**config.mk**
```make
export PLATFORM = sky130hd
export DESIGN_NAME = id_ex_issue_register
export DESIGN_NICKNAME = d
export VERILOG_FILES = /design/src/rtl/id_ex_issue_register.sv
export SDC_FILE = /design/constraint.sdc
export NUM_CORES = 1
export LEC_CHECK = 0
export BUFFER_PORTS_ARGS = -buffer_cell sky130_fd_sc_hd__buf_2
export CAP_MARGIN = 20
export CORE_ASPECT_RATIO = 1.4
export CORE_UTILIZATION = 45
export CTS_CLUSTER_DIAMETER = 40
export DETAILED_ROUTE_END_ITERATION = 10
export GPL_TIMING_DRIVEN = 0
export PLACE_DENSITY_LB_ADDON = 0.15
export SYNTH_ARGS = -nofsm -noshare
export SYNTH_HDL_FRONTEND = slang
export SYNTH_SLANG_ARGS = --single-unit
```
**constraint.sdc**
```tcl
create_clock -name clk -period 5.6 [get_ports clk]
set_input_delay 0.84 -clock clk [delete_from_list [all_inputs] [get_ports clk]]
set_output_delay 0.84 -clock clk [all_outputs]
set_load 0.05 [all_outputs]
```
**src/rtl/id_ex_issue_register.sv**
```systemverilog
// ID/EX issue register for the two-slot (ALU + memory) VLIW bundle.
// Registers decoded fields and register-file data, inserts bubbles, and forwards operands into EX.
module id_ex_issue_register #(
  parameter int DATA_W = 16,
  parameter int IMM_W  = 6,
  parameter int CNT_W  = 16
) (
  input  logic              clk,
  input  logic              reset_n,
  input  logic              p2_stall,
  input  logic              flush,
  input  logic              p1_valid,
  input  logic [4:0]        p1_alu_op,
  input  logic [2:0]        p1_alu_rd,
  input  logic [2:0]        p1_alu_rn,
  input  logic [2:0]        p1_alu_rm,
  input  logic              p1_alu_regWrite,
  input  logic              p1_alu_useImm,
  input  logic [IMM_W-1:0]  p1_alu_imm,
  input  logic [4:0]        p1_mem_op,
  input  logic [2:0]        p1_mem_rd,
  input  logic [2:0]        p1_mem_rn,
  input  logic              p1_mem_regWrite,
  input  logic              p1_mem_read,
  input  logic              p1_mem_write,
  input  logic [IMM_W-1:0]  p1_mem_off,
  input  logic [DATA_W-1:0] rf_alu_rn,
  input  logic [DATA_W-1:0] rf_alu_rm,
  input  logic [DATA_W-1:0] rf_mem_rn,
  input  logic [DATA_W-1:0] rf_mem_rd,
  input  logic [1:0]        f_alu_reg_rn_sel,
  input  logic [1:0]        f_alu_reg_rm_sel,
  input  logic [1:0]        f_mem_reg_rn_sel,
  input  logic [1:0]        f_mem_reg_rd_sel,
  input  logic [DATA_W-1:0] p3_alu_result,
  input  logic [DATA_W-1:0] p4_alu_result,
  input  logic [DATA_W-1:0] p4_mem_result,
  output logic              p2_valid,
  output logic [4:0]        p2_alu_op,
  output logic [4:0]        p2_mem_op,
  output logic [2:0]        p2_alu_rd,
  output logic [2:0]        p2_alu_rn,
  output logic [2:0]        p2_alu_rm,
  output logic [2:0]        p2_mem_rd,
  output logic [2:0]        p2_mem_rn,
  output logic              p2_alu_regWrite,
  output logic              p2_mem_regWrite,
  output logic              p2_mem_read,
  output logic              p2_mem_write,
  output logic [DATA_W-1:0] ex_alu_a,
  output logic [DATA_W-1:0] ex_alu_b,
  output logic [DATA_W-1:0] ex_mem_addr,
  output logic [DATA_W-1:0] ex_store_data,
  output logic [CNT_W-1:0]  bubble_cnt
);

  logic              r_valid;
  logic [4:0]        r_alu_op;
  logic [4:0]        r_mem_op;
  logic [2:0]        r_alu_rd;
  logic [2:0]        r_alu_rn;
  logic [2:0]        r_alu_rm;
  logic [2:0]        r_mem_rd;
  logic [2:0]        r_mem_rn;
  logic              r_alu_regWrite;
  logic              r_mem_regWrite;
  logic              r_mem_read;
  logic              r_mem_write;
  logic              r_alu_useImm;
  logic [IMM_W-1:0]  r_alu_imm;
  logic [IMM_W-1:0]  r_mem_off;
  logic [DATA_W-1:0] r_rf_alu_rn;
  logic [DATA_W-1:0] r_rf_alu_rm;
  logic [DATA_W-1:0] r_rf_mem_rn;
  logic [DATA_W-1:0] r_rf_mem_rd;
  logic [CNT_W-1:0]  r_bubble_cnt;

  logic              w_bubble;
  logic [DATA_W-1:0] w_alu_rn_fwd;
  logic [DATA_W-1:0] w_alu_rm_fwd;
  logic [DATA_W-1:0] w_mem_rn_fwd;
  logic [DATA_W-1:0] w_mem_rd_fwd;
  logic [DATA_W-1:0] w_imm_sext;
  logic [DATA_W-1:0] w_off_sext;

  // Flush and stall collapse into one bubble, so simultaneous requests count once.
  assign w_bubble = flush | p2_stall;

  always_ff @(posedge clk or negedge reset_n) begin
    if (!reset_n) begin
      r_valid        <= 1'b0;
      r_alu_op       <= '0;
      r_mem_op       <= '0;
      r_alu_rd       <= '0;
      r_alu_rn       <= '0;
      r_alu_rm       <= '0;
      r_mem_rd       <= '0;
      r_mem_rn       <= '0;
      r_alu_regWrite <= 1'b0;
      r_mem_regWrite <= 1'b0;
      r_mem_read     <= 1'b0;
      r_mem_write    <= 1'b0;
      r_alu_useImm   <= 1'b0;
      r_alu_imm      <= '0;
      r_mem_off      <= '0;
      r_rf_alu_rn    <= '0;
      r_rf_alu_rm    <= '0;
      r_rf_mem_rn    <= '0;
      r_rf_mem_rd    <= '0;
      r_bubble_cnt   <= '0;
    end else if (w_bubble) begin
      // Zeroed indices keep the forwarding/hazard units from matching a bubble; data is left alone.
      r_valid        <= 1'b0;
      r_alu_op       <= '0;
      r_mem_op       <= '0;
      r_alu_rd       <= '0;
      r_alu_rn       <= '0;
      r_alu_rm       <= '0;
      r_mem_rd       <= '0;
      r_mem_rn       <= '0;
      r_alu_regWrite <= 1'b0;
      r_mem_regWrite <= 1'b0;
      r_mem_read     <= 1'b0;
      r_mem_write    <= 1'b0;
      if (r_bubble_cnt != {CNT_W{1'b1}}) begin
        r_bubble_cnt <= r_bubble_cnt + CNT_W'(1);
      end
    end else begin
      r_valid        <= p1_valid;
      r_alu_op       <= p1_alu_op;
      r_mem_op       <= p1_mem_op;
      r_alu_rd       <= p1_alu_rd;
      r_alu_rn       <= p1_alu_rn;
      r_alu_rm       <= p1_alu_rm;
      r_mem_rd       <= p1_mem_rd;
      r_mem_rn       <= p1_mem_rn;
      r_alu_regWrite <= p1_valid & p1_alu_regWrite;
      r_mem_regWrite <= p1_valid & p1_mem_regWrite;
      r_mem_read     <= p1_valid & p1_mem_read;
      r_mem_write    <= p1_valid & p1_mem_write;
      r_alu_useImm   <= p1_alu_useImm;
      r_alu_imm      <= p1_alu_imm;
      r_mem_off      <= p1_mem_off;
      r_rf_alu_rn    <= rf_alu_rn;
      r_rf_alu_rm    <= rf_alu_rm;
      r_rf_mem_rn    <= rf_mem_rn;
      r_rf_mem_rd    <= rf_mem_rd;
    end
  end

  function automatic logic [DATA_W-1:0] fwd_mux(
    input logic [1:0]        sel,
    input logic [DATA_W-1:0] rf_val,
    input logic [DATA_W-1:0] p3_alu,
    input logic [DATA_W-1:0] p4_alu,
    input logic [DATA_W-1:0] p4_mem
  );
    logic [DATA_W-1:0] v;
    case (sel)
      2'd0:    v = rf_val;
      2'd1:    v = p3_alu;
      2'd2:    v = p4_alu;
      default: v = p4_mem;
    endcase
    return v;
  endfunction

  // Selects are live inputs: forwarding resolves in the EX cycle itself.
  assign w_alu_rn_fwd = fwd_mux(f_alu_reg_rn_sel, r_rf_alu_rn, p3_alu_result, p4_alu_result, p4_mem_result);
  assign w_alu_rm_fwd = fwd_mux(f_alu_reg_rm_sel, r_rf_alu_rm, p3_alu_result, p4_alu_result, p4_mem_result);
  assign w_mem_rn_fwd = fwd_mux(f_mem_reg_rn_sel, r_rf_mem_rn, p3_alu_result, p4_alu_result, p4_mem_result);
  assign w_mem_rd_fwd = fwd_mux(f_mem_reg_rd_sel, r_rf_mem_rd, p3_alu_result, p4_alu_result, p4_mem_result);

  assign w_imm_sext = {{(DATA_W-IMM_W){r_alu_imm[IMM_W-1]}}, r_alu_imm};
  assign w_off_sext = {{(DATA_W-IMM_W){r_mem_off[IMM_W-1]}}, r_mem_off};

  assign ex_alu_a      = w_alu_rn_fwd;
  assign ex_alu_b      = r_alu_useImm ? w_imm_sext : w_alu_rm_fwd;
  assign ex_mem_addr   = w_mem_rn_fwd + w_off_sext;
  assign ex_store_data = w_mem_rd_fwd;

  assign p2_valid        = r_valid;
  assign p2_alu_op       = r_alu_op;
  assign p2_mem_op       = r_mem_op;
  assign p2_alu_rd       = r_alu_rd;
  assign p2_alu_rn       = r_alu_rn;
  assign p2_alu_rm       = r_alu_rm;
  assign p2_mem_rd       = r_mem_rd;
  assign p2_mem_rn       = r_mem_rn;
  assign p2_alu_regWrite = r_alu_regWrite;
  assign p2_mem_regWrite = r_mem_regWrite;
  assign p2_mem_read     = r_mem_read;
  assign p2_mem_write    = r_mem_write;
  assign bubble_cnt      = r_bubble_cnt;

endmodule

```
# Yosys cells after proc, flatten, opt, wreduce, memory -nomap -nowiden
# Index checks and enable logic that the tools add are counted.
[op_classes] addsub=2 eq_ne=9 n_mux=17 bitwise_logic=5 reduce_logical=5
[op_table] operator="case mux 16 bit (3 select lines)" count=4
[op_table] operator="adder 16 x 1 -> 16 bit (second input constant)" count=1
[op_table] operator="adder 16 bit" count=1
[op_table] operator="2-to-1 mux 16 bit" count=1
[op_table] operator="inequality test 16 bit (second input constant)" count=1
[op_table] operator="2-to-1 mux 3 bit" count=5
[op_table] operator="2-to-1 mux 5 bit" count=2
[op_table] operator="== test 2 x 1 -> 1 bit (second input constant)" count=4
[op_table] operator="== test 2 bit (second input constant)" count=4
[op_table] operator="zero test 2 bit" count=4
[op_table] operator="2-to-1 mux 1 bit" count=5
[op_table] operator="AND 1 bit" count=4
[op_table] operator="AND reduction 2 bit" count=1
[op_table] operator="OR 1 bit" count=1
[totals] register_bits=123 inputBits=167 output_inout_bits=110 elab_cells=58

# Depth between registers and ports, before layout
# Gate-level depths: netlist of run 1.
[logic_depth] word_depth=3 depth_mapped=10 ltp_nobuf=8

# Least setup slack after synthesis of run 1
# No wires, ideal clock.
[synth_path] path_type="input-to-output" startpoint="input f_mem_reg_rn_sel[0]" endpoint="output ex_mem_addr[15]" arrival_ns=4.082 t_required_ns=4.760 slack_ns=0.678 cell_stages=9 n_path_buf=2 cell_sequence="buf_4 -> buf_2 -> mux4_2 -> ha_1 -> a21o_1 -> nand4_1 -> a211o_1 -> a31o_1 -> a311oi_1"
[synth_via] elab_chain_len=3
[synth_rtl] element="start, declared" line="33" rtl="input logic [1:0] f_mem_reg_rn_sel,"
[synth_rtl] element="== test 2 bit, or another cell as far along" line="159" rtl="case (sel)"
[synth_rtl] element="case mux 16 bit (3 select lines) *" line="159"
[synth_rtl] element="adder 16 bit *" line="179" rtl="assign ex_mem_addr = w_mem_rn_fwd + w_off_sext;"
[synth_rtl] element="end, declared" line="52" rtl="output logic [DATA_W-1:0] ex_mem_addr,"
# Every way passes the cells marked *; elsewhere a longest branch is shown, timed or not.

# Worst setup path in the final report of run 1
[layout_path] startpoint="input f_mem_reg_rn_sel[1]" endpoint="output ex_mem_addr[12]"
# The elaborated chain is that of the path after synthesis.

==> results of run 1 <==
flip-flops by register name, summed over array words and instances (netlist names), 3 cells and up:
signal	count
bubble_cnt	16
p2_alu_op	5
p2_alu_rd	3
p2_alu_rm	3
p2_alu_rn	3
p2_mem_op	5
p2_mem_rd	3
p2_mem_rn	3
r_alu_imm	6
r_mem_off	6
r_rf_alu_rm	16
r_rf_alu_rn	16
r_rf_mem_rd	16
r_rf_mem_rn	16
power groups by stage:
stage	combinational, mW	sequential (mW)	clock [mW]
floorplan	0.931	1.21	0
global placement	1.37	1.10	0
detailed placement	1.39	1.11	0
CTS	1.40	1.10	1.10
global route	1.47	1.11	1.14
finish	1.39	1.10	1.08
critical path, stage by stage:
cell      delay (ns)
clkbuf_2        0.24
clkbuf_1        0.63
mux4_2          0.43
ha_1            0.23
fa_1            0.41
a21o_1          0.23
a221oi_2        0.42
nor3_2          0.14
or4_1           0.51
nand3_1         0.09
buf_2           0.26
cell type report:
class                           count  area [um^2]  area share [%]
Antenna cell                        4        10.01          0.1091
Buffer                             32        145.1           1.582
Clock buffer                       23        467.9           5.101
Clock inverter                      9        115.1           1.255
Inverter                           19        71.32          0.7774
Multi-Input combinational cell    330         3671           40.02
Sequential cell                   123         3078           33.55
Tap cell                          192        240.2           2.619
Timing Repair Buffer              269         1375           14.99
layout by cell type, fill, tap and decap left out, types with 10 or more instances in the layout:
cell type,count
buf_2,282
dfrtp_1,123
xor2_1,10
mux2_2,83
mux4_2,64
inv_1,19
xnor2_1,15
ha_1,17
clkbuf_16,17
nand2_1,16
and2_1,26
o21ai_0,17
a21oi_1,12
clkbuf_1,17
layer usage:
layer	global-route usage [%]	vias up	wire length [um]
li1	-	2488	-
met1	30.79	2834	7815
met2	50.94	245	11790
met4	12.12	2	612
met3	7.427	37	1434
met5	0	-	13
through the flow:
step	cells	power [mW]	area [um^2]	util (%)
detailed placement	965	2.505	8581	57.00
finish	1001	3.574	9174	60.94
global route	1001	3.728	9174	60.94
global placement	964	2.475	8547	56.78
floorplan	504	2.142	6965	-
CTS	997	3.593	9164	60.88
cell usage after synthesis, drive strengths merged (3+ instances only):
library cell / number / share of area, %
nand4: 9 / 0.81
o21a: 3 / 0.32
a21o: 9 / 0.99
xnor2: 15 / 1.9
dfrtp: 123 / 44
mux4: 64 / 21
clkbuf: 15 / 0.84
and2: 26 / 2.3
and3: 8 / 0.72
inv: 19 / 1.0
nor4: 4 / 0.36
xor2: 11 / 1.5
ha: 17 / 3.1
nor2: 7 / 0.38
mux2: 83 / 13
o21ai: 17 / 1.2
nand2: 16 / 0.86
buf: 17 / 1.2
nand3: 5 / 0.36
a21oi: 12 / 0.86
nor3: 4 / 0.36
worst paths after layout:
path                                startpoint              end  slack [ns]  cells after the start
setup reg to reg                 bubble_cnt[0]    bubble_cnt[1]        3.66                      5
setup / recovery           f_mem_reg_rn_sel[1]  ex_mem_addr[12]        0.32                     11
min in group clk               r_rf_mem_rn[13]  r_rf_mem_rn[13]        0.51                      1
hold / removal                         reset_n    bubble_cnt[4]        0.41                      1
max in group asynchronous              reset_n   r_rf_alu_rm[9]        4.45                      2
hold reg to reg                r_rf_mem_rn[13]  r_rf_mem_rn[13]        0.51                      1
kinds of logic (layout without fill, tap and decap cells):
logic type | Yosys count | after routing | share of synthesized area (%)
other | 0 | 4 | 0
flip-flops | 123 | 123 | 44.19
buffers and inverters | 51 | 352 | 3.108
XOR/XNOR | 26 | 26 | 3.377
multiplexers | 148 | 148 | 34.26
AO/OA/AOI/OAI | 54 | 54 | 5.030
AND/OR/NAND/NOR | 84 | 84 | 6.700
adder cells (fa/ha/maj) | 18 | 18 | 3.341
==> reports/qor.yml, run 1 <==
timing:
  final-hold-violation-count: 0
  finalCritPeriodShare_pct: 94.30
  setup_viol_count_final: 0
  holdWs_ns: 0.4080
  period_minus_slack_ns: 5.281
  setup-tns-final_ns: 0
  drv_slew: 0
  finClkSkew_ns: 0.007185
  slew_headroom_pct: 33.92
  fmax_mhz: 189.4
  rsz0062_at_grt: "false"
  tightest_slew_ns: 0.9912
  postLayoutSetupSlackWorst_ns: 0.3191
synthesis:
  synth-seq-cells: 123
  synth.cell_area_um2: 6965
  netlist_instances: 504
  yosys_most_used_dff: "dfrtp_1"
  synth_edf_count: 0
  synth-async-reset-ratio_pct: 100.0
  synth_area_per_cell_um2: 13.82
  yosys_warnings: 0
  synth_cell_type_count: 44
  yosysSeqAreaShare_pct: 44.19
  synth.net_count: 689
global_routing:
  grt_use_total_pct: 28.16
  grt.overflow.total: 0
  antenna_found_initial: 5
  grt_max_degree: 65
  grt_pass1_vias: 6114
  grt_first_pass_wirelength_um: 32940
worst_setup_path:
  startpoint_type: "primary input"
  required_ns: 4.76
  cp.arrival_ns: 4.44
  crit_type: "in2out"
  path_max_fanout: 10
  cp-end-kind: "primary output"
cts:
  clockBufferDepth: 2
  post_cts_buffers: 0
  clock_latency_ns: 0.41
  cts_sinks: 123
  htree_levels: 4
  holdBufCountCts: 0
  ctsResizeCount: 0
  cts.clk_slew.worst_paths_ns: 0.06
  clockRootBuffer: "clkbuf_16"
  cts_tree: "done"
  cts_buffers: 17
floorplan:
  core.rowCount: 53
  boundaryPins: 277
  dieArea_um2: 15990
  initial_core_util_pct: 46.27
  fp.dieW_um: 107.2
  chipHeight_um: 149.2
  core_area_um2: 15050
route:
  antenna_left: 0
  viasPerCell: 5.600
  drc_errors: 0
  dr_total_vias: 5606
  drt_iter0_markers: 255
  firstDrtPassIters: 4
  wl_um: 21670
  post_drt_wl_per_cell_um: 21.64
power_and_ir_drop:
  seq_power_share_pct: 30.8
  p_per_area_nw_per_um2: 389.6
  combPwrFrac_pct: 39.0
  clock_power_share_pct: 30.2
  peakVddDrop_mv: 0.3254
  power_switching_mw: 1.424
  sw_frac_of_total_pct: 39.85
  leakage_nw: 4.405
  intPower_mw: 2.150
cells_and_area:
  areaGrowthSynthToFinish_pct: 31.70
  final_layout_size_suffix_gt1_share_pct: 57.89
  fillers: 1253
  nets: 977
worst_hold_path:
  hp-class: "in2async"
run_status:
  status: "complete, no violations"
run:
  maxCapViolCount: 0
placement:
  hpwl_um: 16550
  place_congestion: 0.8685
  place_ws_ns: 0.3594
  numPortBuffers: 268
No activity file was read; power rests on OpenSTA's default activity.
==> run 2, diff against run 1 <==
- CELL_PAD_IN_SITES_DETAIL_PLACEMENT: default -> 1
- CELL_PAD_IN_SITES_GLOBAL_PLACEMENT: default -> 2
- CORE_UTILIZATION: 45 -> 31
- GPL_TIMING_DRIVEN: 0 -> default
==> run 2 against run 1 <==
  * Final cell count is 8.2% higher
  * Clock skew decreased by 0.0039 ns
  * Die area up 44%
  * Critical path type unchanged
  * Largest cell class unchanged
==> reports/qor.yml, run 2 (synthesized netlist as in run 1, its figures left out) <==
worst_setup_path:
  cp-end-kind: "primary output"
  timing.rr.start: "bubble_cnt[0]"
  regToRegEndpoint: "bubble_cnt[1]"
  cp_cell_sequence: "buf_2 -> mux4_2 -> ha_1 -> fa_1 -> a21o_1 -> a221oi_2 -> nor3_2 -> or4_1 -> nand3_1 -> buf_2"
  crit_type: "in2out"
  max_stage_delay_ns: 0.56  # -0.07 ns
  reg2reg_slack_ns: 3.64  # -0.02 ns
  timing.critical_path.max_delay_family: "simple AND/OR/NAND/NOR gates"
  worst_path_most_repeated_cell: "buf_2"
  critPathBufInv: 2  # -1
  r2r_cells: 5  # unchanged
  path_max_fanout: 10  # unchanged
  slowest_stage: "mux4_2"
  cp.arrival_ns: 4.07  # -0.37 ns
  path_depth: 10  # -1
  required_ns: 4.76  # about the same
  startpoint_type: "primary input"
cells_and_area:
  final_common_cell: "buf_2"
  multiInputGateArea_um2: 3679  # +0.20%
  nets: 956  # -2.1%
  mostFrequentLayoutCells: "buf_2 (275), dfrtp_1 (123), mux2_2 (83)"
  postLayoutCoreUtil_pct: 42.11  # -19 points
  design_area_um2: 9240  # +0.72%
  seqCellArea_um2: 3078  # unchanged
  areaGrowthSynthToFinish_pct: 32.66
  final_layout_size_suffix_gt1_share_pct: 59.18  # +1.3 points
  fillers: 2446  # +95%
route:
  drc_errors: 0  # unchanged
  post_drt_wl_per_cell_um: 22.05  # +1.9%
  antenna_left: 0  # unchanged
  dr_total_vias: 5478  # -2.3%
  viasPerCell: 5.058  # -9.7%
  drt_iter0_markers: 227  # -11%
  wl_um: 23880  # +10%
  firstDrtPassIters: 4  # unchanged
floorplan:
  initial_core_util_pct: 31.75  # -15 points
  core.rowCount: 64  # +21%
  core_area_um2: 21940  # +46%
  dieArea_um2: 23080  # +44%
  fp.dieW_um: 128.7  # +20%
  chipHeight_um: 179.4  # +20%
  boundaryPins: 277  # unchanged
worst_hold_path:
  hp-class: "in2async"
placement:
  numPortBuffers: 276  # +3.0%
  place_congestion: 0.8147  # -6.2%
  place_area_um2: 8626  # +0.52%
  hpwl_um: 17880  # +8.1%
timing:
  tightest_slew_ns: 0.9654  # -0.02582 ns
  rsz0062_at_grt: "false"
  holdWs_ns: 0.4723  # +0.06429 ns
  period_minus_slack_ns: 4.914  # -0.3674 ns
  fmax_mhz: 203.5  # +7.5%
  finalCritPeriodShare_pct: 87.74  # -6.6 points
  slew_headroom_pct: 35.64  # +1.7 points
  setup-tns-final_ns: 0  # unchanged
  setup_viol_count_final: 0  # unchanged
  final-hold-violation-count: 0  # unchanged
  finClkSkew_ns: 0.003330  # -0.003855 ns
  drv_slew: 0  # unchanged
global_routing:
  antenna_found_initial: 7  # +2
  grt_first_pass_wirelength_um: 35830  # +8.8%
  grt_pass1_vias: 6176  # +1.0%
  grt.overflow.total: 0  # unchanged
  grt_use_total_pct: 21.45  # -6.7 points
  grt_max_degree: 86  # +32%
cts:
  cts_sinks: 123  # unchanged
  clockRootBuffer: "clkbuf_16"
  clockBufferDepth: 2  # unchanged
  holdBufCountCts: 0  # unchanged
  cts.clk_slew.worst_paths_ns: 0.05  # about the same
  htree_levels: 4  # unchanged
  post_cts_buffers: 0  # unchanged
  cts_buffers: 17  # unchanged
  clock_latency_ns: 0.42  # about the same
  cts_tree: "done"
  ctsResizeCount: 0  # unchanged
power_and_ir_drop:
  clock_power_share_pct: 31.3  # +1.1 points
  peakVddDrop_mv: 0.2760  # -15%
  leakage_nw: 4.374  # -0.70%
  p_per_area_nw_per_um2: 395.3  # +1.5%
  sw_frac_of_total_pct: 40.35  # +0.50 points
  combPwrFrac_pct: 38.4  # -0.6 points
  intPower_mw: 2.179  # +1.3%
  total_power_mw: 3.653  # +2.2%
  seq_power_share_pct: 30.3  # -0.5 points
  power_switching_mw: 1.474  # +3.5%
run_status:
  status: "complete, no violations"
run:
  maxCapViolCount: 0  # unchanged
[run 2: cell types whose count changed in the layout (fill, tap and decap cells not counted), moves of 2 or more]
| cell | change |
|---|---|
| clkbuf_1 | -17 |
| buf_2 | -7 |
| clkbuf_2 | -2 |
| buf_4 | +3 |
| inv_6 | +2 |
| diode_2 | -2 |
| clkinv_2 | +3 |
[run 2: worst max path at each step]
stage                              from               to  slack, ns
global route        f_mem_reg_rn_sel[0]  ex_mem_addr[12]       0.49
floorplan           f_mem_reg_rn_sel[0]  ex_mem_addr[15]       0.68
CTS                 f_mem_reg_rn_sel[0]  ex_mem_addr[12]       0.62
finish              f_mem_reg_rn_sel[0]  ex_mem_addr[12]       0.69
global placement    f_mem_reg_rn_sel[0]  ex_mem_addr[12]       0.68
detailed placement  f_mem_reg_rn_sel[0]  ex_mem_addr[12]       0.64
[run 2: per-stage QoR]
step	setup slack [ns]	cells
detailed placement	0.6444	1049
global placement	0.6801	1049
finish	0.6864	1083
CTS	0.6238	1081
global route	0.4934	1082
floorplan	0.6782	504
[run 2: metal layers]
| layer | track usage (%) | vias to the layer above | share of wire (%) |
|---|---|---|---|
| met3 | 6.918 | 40 | 7.0 |
| met5 | 0 | - | 0.30 |
| met4 | 8.284 | 10 | 2.5 |
| met1 | 23.25 | 2784 | 37 |
| li1 | - | 2444 | - |
| met2 | 38.63 | 200 | 53 |
[run 2: final cells by class]
class / count / area share (%)
Multi-Input combinational cell: 330 / 39.81
Clock inverter: 14 / 1.842
Timing Repair Buffer: 280 / 15.44
Clock buffer: 18 / 4.753
Inverter: 19 / 0.7718
Tap cell: 297 / 4.022
Sequential cell: 123 / 33.31
Antenna cell: 2 / 0.05416
[run 2: power groups by stage]
stage	Sequential [mW]	Clock [mW]	Combinational, mW
6_report	1.11	1.14	1.40
5_1_grt	1.13	1.21	1.49
4_1_cts	1.11	1.18	1.42
3_5_place_dp	1.12	0	1.41
3_3_place_gp	1.11	0	1.39
2_1_floorplan	1.21	0	0.931
[run 2: worst reg2reg max path, cell delays in order, from the launching register on]
cell and delay [ns]:
dfrtp_1 0.43, ha_1 0.31, nand2_1 0.12, nor4_1 0.07, a21oi_1 0.51, mux2_2 0.40
==> run 3, diff against run 2 <==
- CORE_UTILIZATION: 31 -> 34
- clock period: 5.6 -> 5.9 ns (I/O delays scaled with it)
==> run 3 against run 2 <==
  * Clock power hardly changed
  * Global-route usage grew 2.2 points
  * Flip-flop and latch count did not move
  * Clock skew grew 0.0049 ns
  * Sequential share of layout area is 0.10 points higher
  * Die area shrank 8.7%
  * Final cell count decreased by 4.2%
  * Clock-buffer cell count unchanged
  * Highest routed layer unchanged
==> reports/qor.yml, run 3 (synthesized netlist as in run 1, its figures left out) <==
timing:
  drv_slew: 0  # unchanged
  finalCritPeriodShare_pct: 84.09
  final-hold-violation-count: 0  # unchanged
  setup_viol_count_final: 0  # unchanged
  setup-tns-final_ns: 0  # unchanged
  fmax_mhz: 201.6
  rsz0062_at_grt: "false"
  slew_headroom_pct: 42.96  # +7.3 points
  period_minus_slack_ns: 4.961
  postLayoutSetupSlackWorst_ns: 0.9386  # +0.2522 ns
  tightest_slew_ns: 0.8556  # -0.1098 ns
  finClkSkew_ns: 0.008217  # +0.004886 ns
floorplan:
  core.rowCount: 61  # -4.7%
  fp.dieW_um: 123.0  # -4.4%
  initial_core_util_pct: 34.83  # +3.1 points
  dieArea_um2: 21070  # -8.7%
  boundaryPins: 277  # unchanged
  chipHeight_um: 171.4  # -4.5%
  core_area_um2: 20000  # -8.9%
worst_setup_path:
  cp.arrival_ns: 4.08  # about the same
  slowest_stage: "mux4_2"
  cp_cell_sequence: "buf_2 -> buf_4 -> mux4_2 -> ha_1 -> a21o_1 -> a221oi_2 -> nor3_2 -> or4_1 -> nand3_1 -> buf_2"
  max_stage_delay_ns: 0.56  # about the same
  path_max_fanout: 12  # +2
  r2r_cells: 5  # unchanged
  required_ns: 5.02  # +0.26 ns
  crit_type: "in2out"
  startpoint_type: "primary input"
  worst_path_most_repeated_cell: "buf_2"
  cp-end-kind: "primary output"
cts:
  cts_sinks: 123  # unchanged
  cts.clk_slew.worst_paths_ns: 0.07  # +0.02 ns
  clock_latency_ns: 0.42  # about the same
  clockRootBuffer: "clkbuf_16"
  clockBufferDepth: 2  # unchanged
  cts_tree: "done"
  holdBufCountCts: 0  # unchanged
  cts_buffers: 17  # unchanged
  htree_levels: 4  # unchanged
  post_cts_buffers: 0  # unchanged
  ctsResizeCount: 0  # unchanged
placement:
  place_ws_ns: 0.9128  # +0.2684 ns
  numPortBuffers: 276  # unchanged
  hpwl_um: 17550  # -1.9%
  place_congestion: 0.8064  # -1.0%
power_and_ir_drop:
  power_switching_mw: 1.430  # -3.0%
  sw_frac_of_total_pct: 40.27  # -0.078 points
  combPwrFrac_pct: 37.4  # -1.0 points
  total_power_mw: 3.551  # -2.8%
  p_per_area_nw_per_um2: 385.4  # -2.5%
  peakVddDrop_mv: 0.2480  # -10%
  seq_power_share_pct: 29.6  # -0.7 points
  clock_power_share_pct: 32.9  # +1.6 points
  intPower_mw: 2.121  # -2.7%
  leakage_nw: 4.391  # +0.39%
global_routing:
  antenna_found_initial: 5  # -2
  grt_pass1_vias: 6117  # -0.96%
  use_met2_pct: 41.52  # +2.9 points
  grt.overflow.total: 0  # unchanged
  busiest_layer: "met2"
  grt_use_total_pct: 23.62  # +2.2 points
  grt_first_pass_wirelength_um: 36260  # +1.2%
  grt_max_degree: 70  # -19%
  met3_usage_pct: 6.664  # -0.25 points
  gr-usage-met1_pct: 28.07  # +4.8 points
route:
  drc_errors: 0  # unchanged
  dr_total_vias: 5585  # +2.0%
  post_drt_wl_per_cell_um: 22.80  # +3.4%
  drt_iter0_markers: 307  # +35%
  firstDrtPassIters: 4  # unchanged
  wl_um: 23640  # -0.98%
  viasPerCell: 5.386  # +6.5%
  antenna_left: 0  # unchanged
cells_and_area:
  areaGrowthSynthToFinish_pct: 32.26
  antenna_cells: 0  # -2
  nets: 957  # +0.10%
  postLayoutCoreUtil_pct: 46.07  # +4.0 points
  final_layout_size_suffix_gt1_share_pct: 59.24  # about the same
  mostFrequentLayoutCells: "buf_2 (275), dfrtp_1 (123), mux2_2 (83)"
  final_common_cell: "buf_2"
run:
  maxCapViolCount: 0  # unchanged
run_status:
  status: "complete, no violations"
worst_hold_path:
  hp-class: "in2async"
==> run 3: cell count changes in the layout (fill, tap and decap cells not counted), sizes merged <==
cell    before  now
inv         21   26
clkinv       8    2
diode        2    0
bufinv       3    4
buf        280  281
==> run 3: layout make-up <==
class	instances	area [um^2]
well taps	252	315.3
clock inverters	14	205.2
flip-flops and latches	123	3078
inverters	19	71.32
fillers	2154	10780
clock buffers	18	439.2
multi-input cells	330	3679
repair buffers	281	1425
==> run 3: metrics by stage <==
step | cells | area, um^2 | hold WS [ns]
finish | 1037 | 9213 | 0.4644
global route | 1037 | 9213 | 0.5116
CTS | 1037 | 9213 | 0.4965
detailed placement | 1005 | 8568 | 0.4947
global placement | 1005 | 8568 | 0.4841
floorplan | 504 | 6965 | 0.4750
==> run 3: worst paths after layout <==
check | start | slack [ns] | end
worst max-delay path | f_mem_reg_rn_sel[0] | 0.94 | ex_mem_addr[12]
worst min-delay path | reset_n | 0.46 | bubble_cnt[4]
worst max register to register | bubble_cnt[0] | 4.01 | bubble_cnt[1]
worst min register to register | r_rf_mem_rn[3] | 0.50 | r_rf_mem_rn[3]
max in group asynchronous | reset_n | 4.19 | p2_alu_op[1]
min in group clk | r_rf_mem_rn[3] | 0.50 | r_rf_mem_rn[3]
==> run 3: worst max-delay path, delay by kind of cell <==
kind / cells / cell delay (ns)
buf+inv: 3 / 0.84
simple gates: 3 / 0.75
compound gates: 2 / 0.65
mux: 1 / 0.56
fa+ha+maj: 1 / 0.37
==> run 3: power by group through the flow <==
| stage | clock network, mW | registers (mW) | logic (mW) |
|---|---|---|---|
| global placement | 0 | 1.06 | 1.32 |
| detailed placement | 0 | 1.07 | 1.34 |
| floorplan | 0 | 1.15 | 0.883 |
| global route | 1.23 | 1.07 | 1.41 |
| finish | 1.17 | 1.05 | 1.33 |
| CTS | 1.20 | 1.05 | 1.34 |
==> run 3: per-layer routing <==
layer,vias to the layer above,wire [um]
met1,2889,8800
met5,-,49
li1,2444,-
met2,217,12840
met4,8,306
met3,27,1643
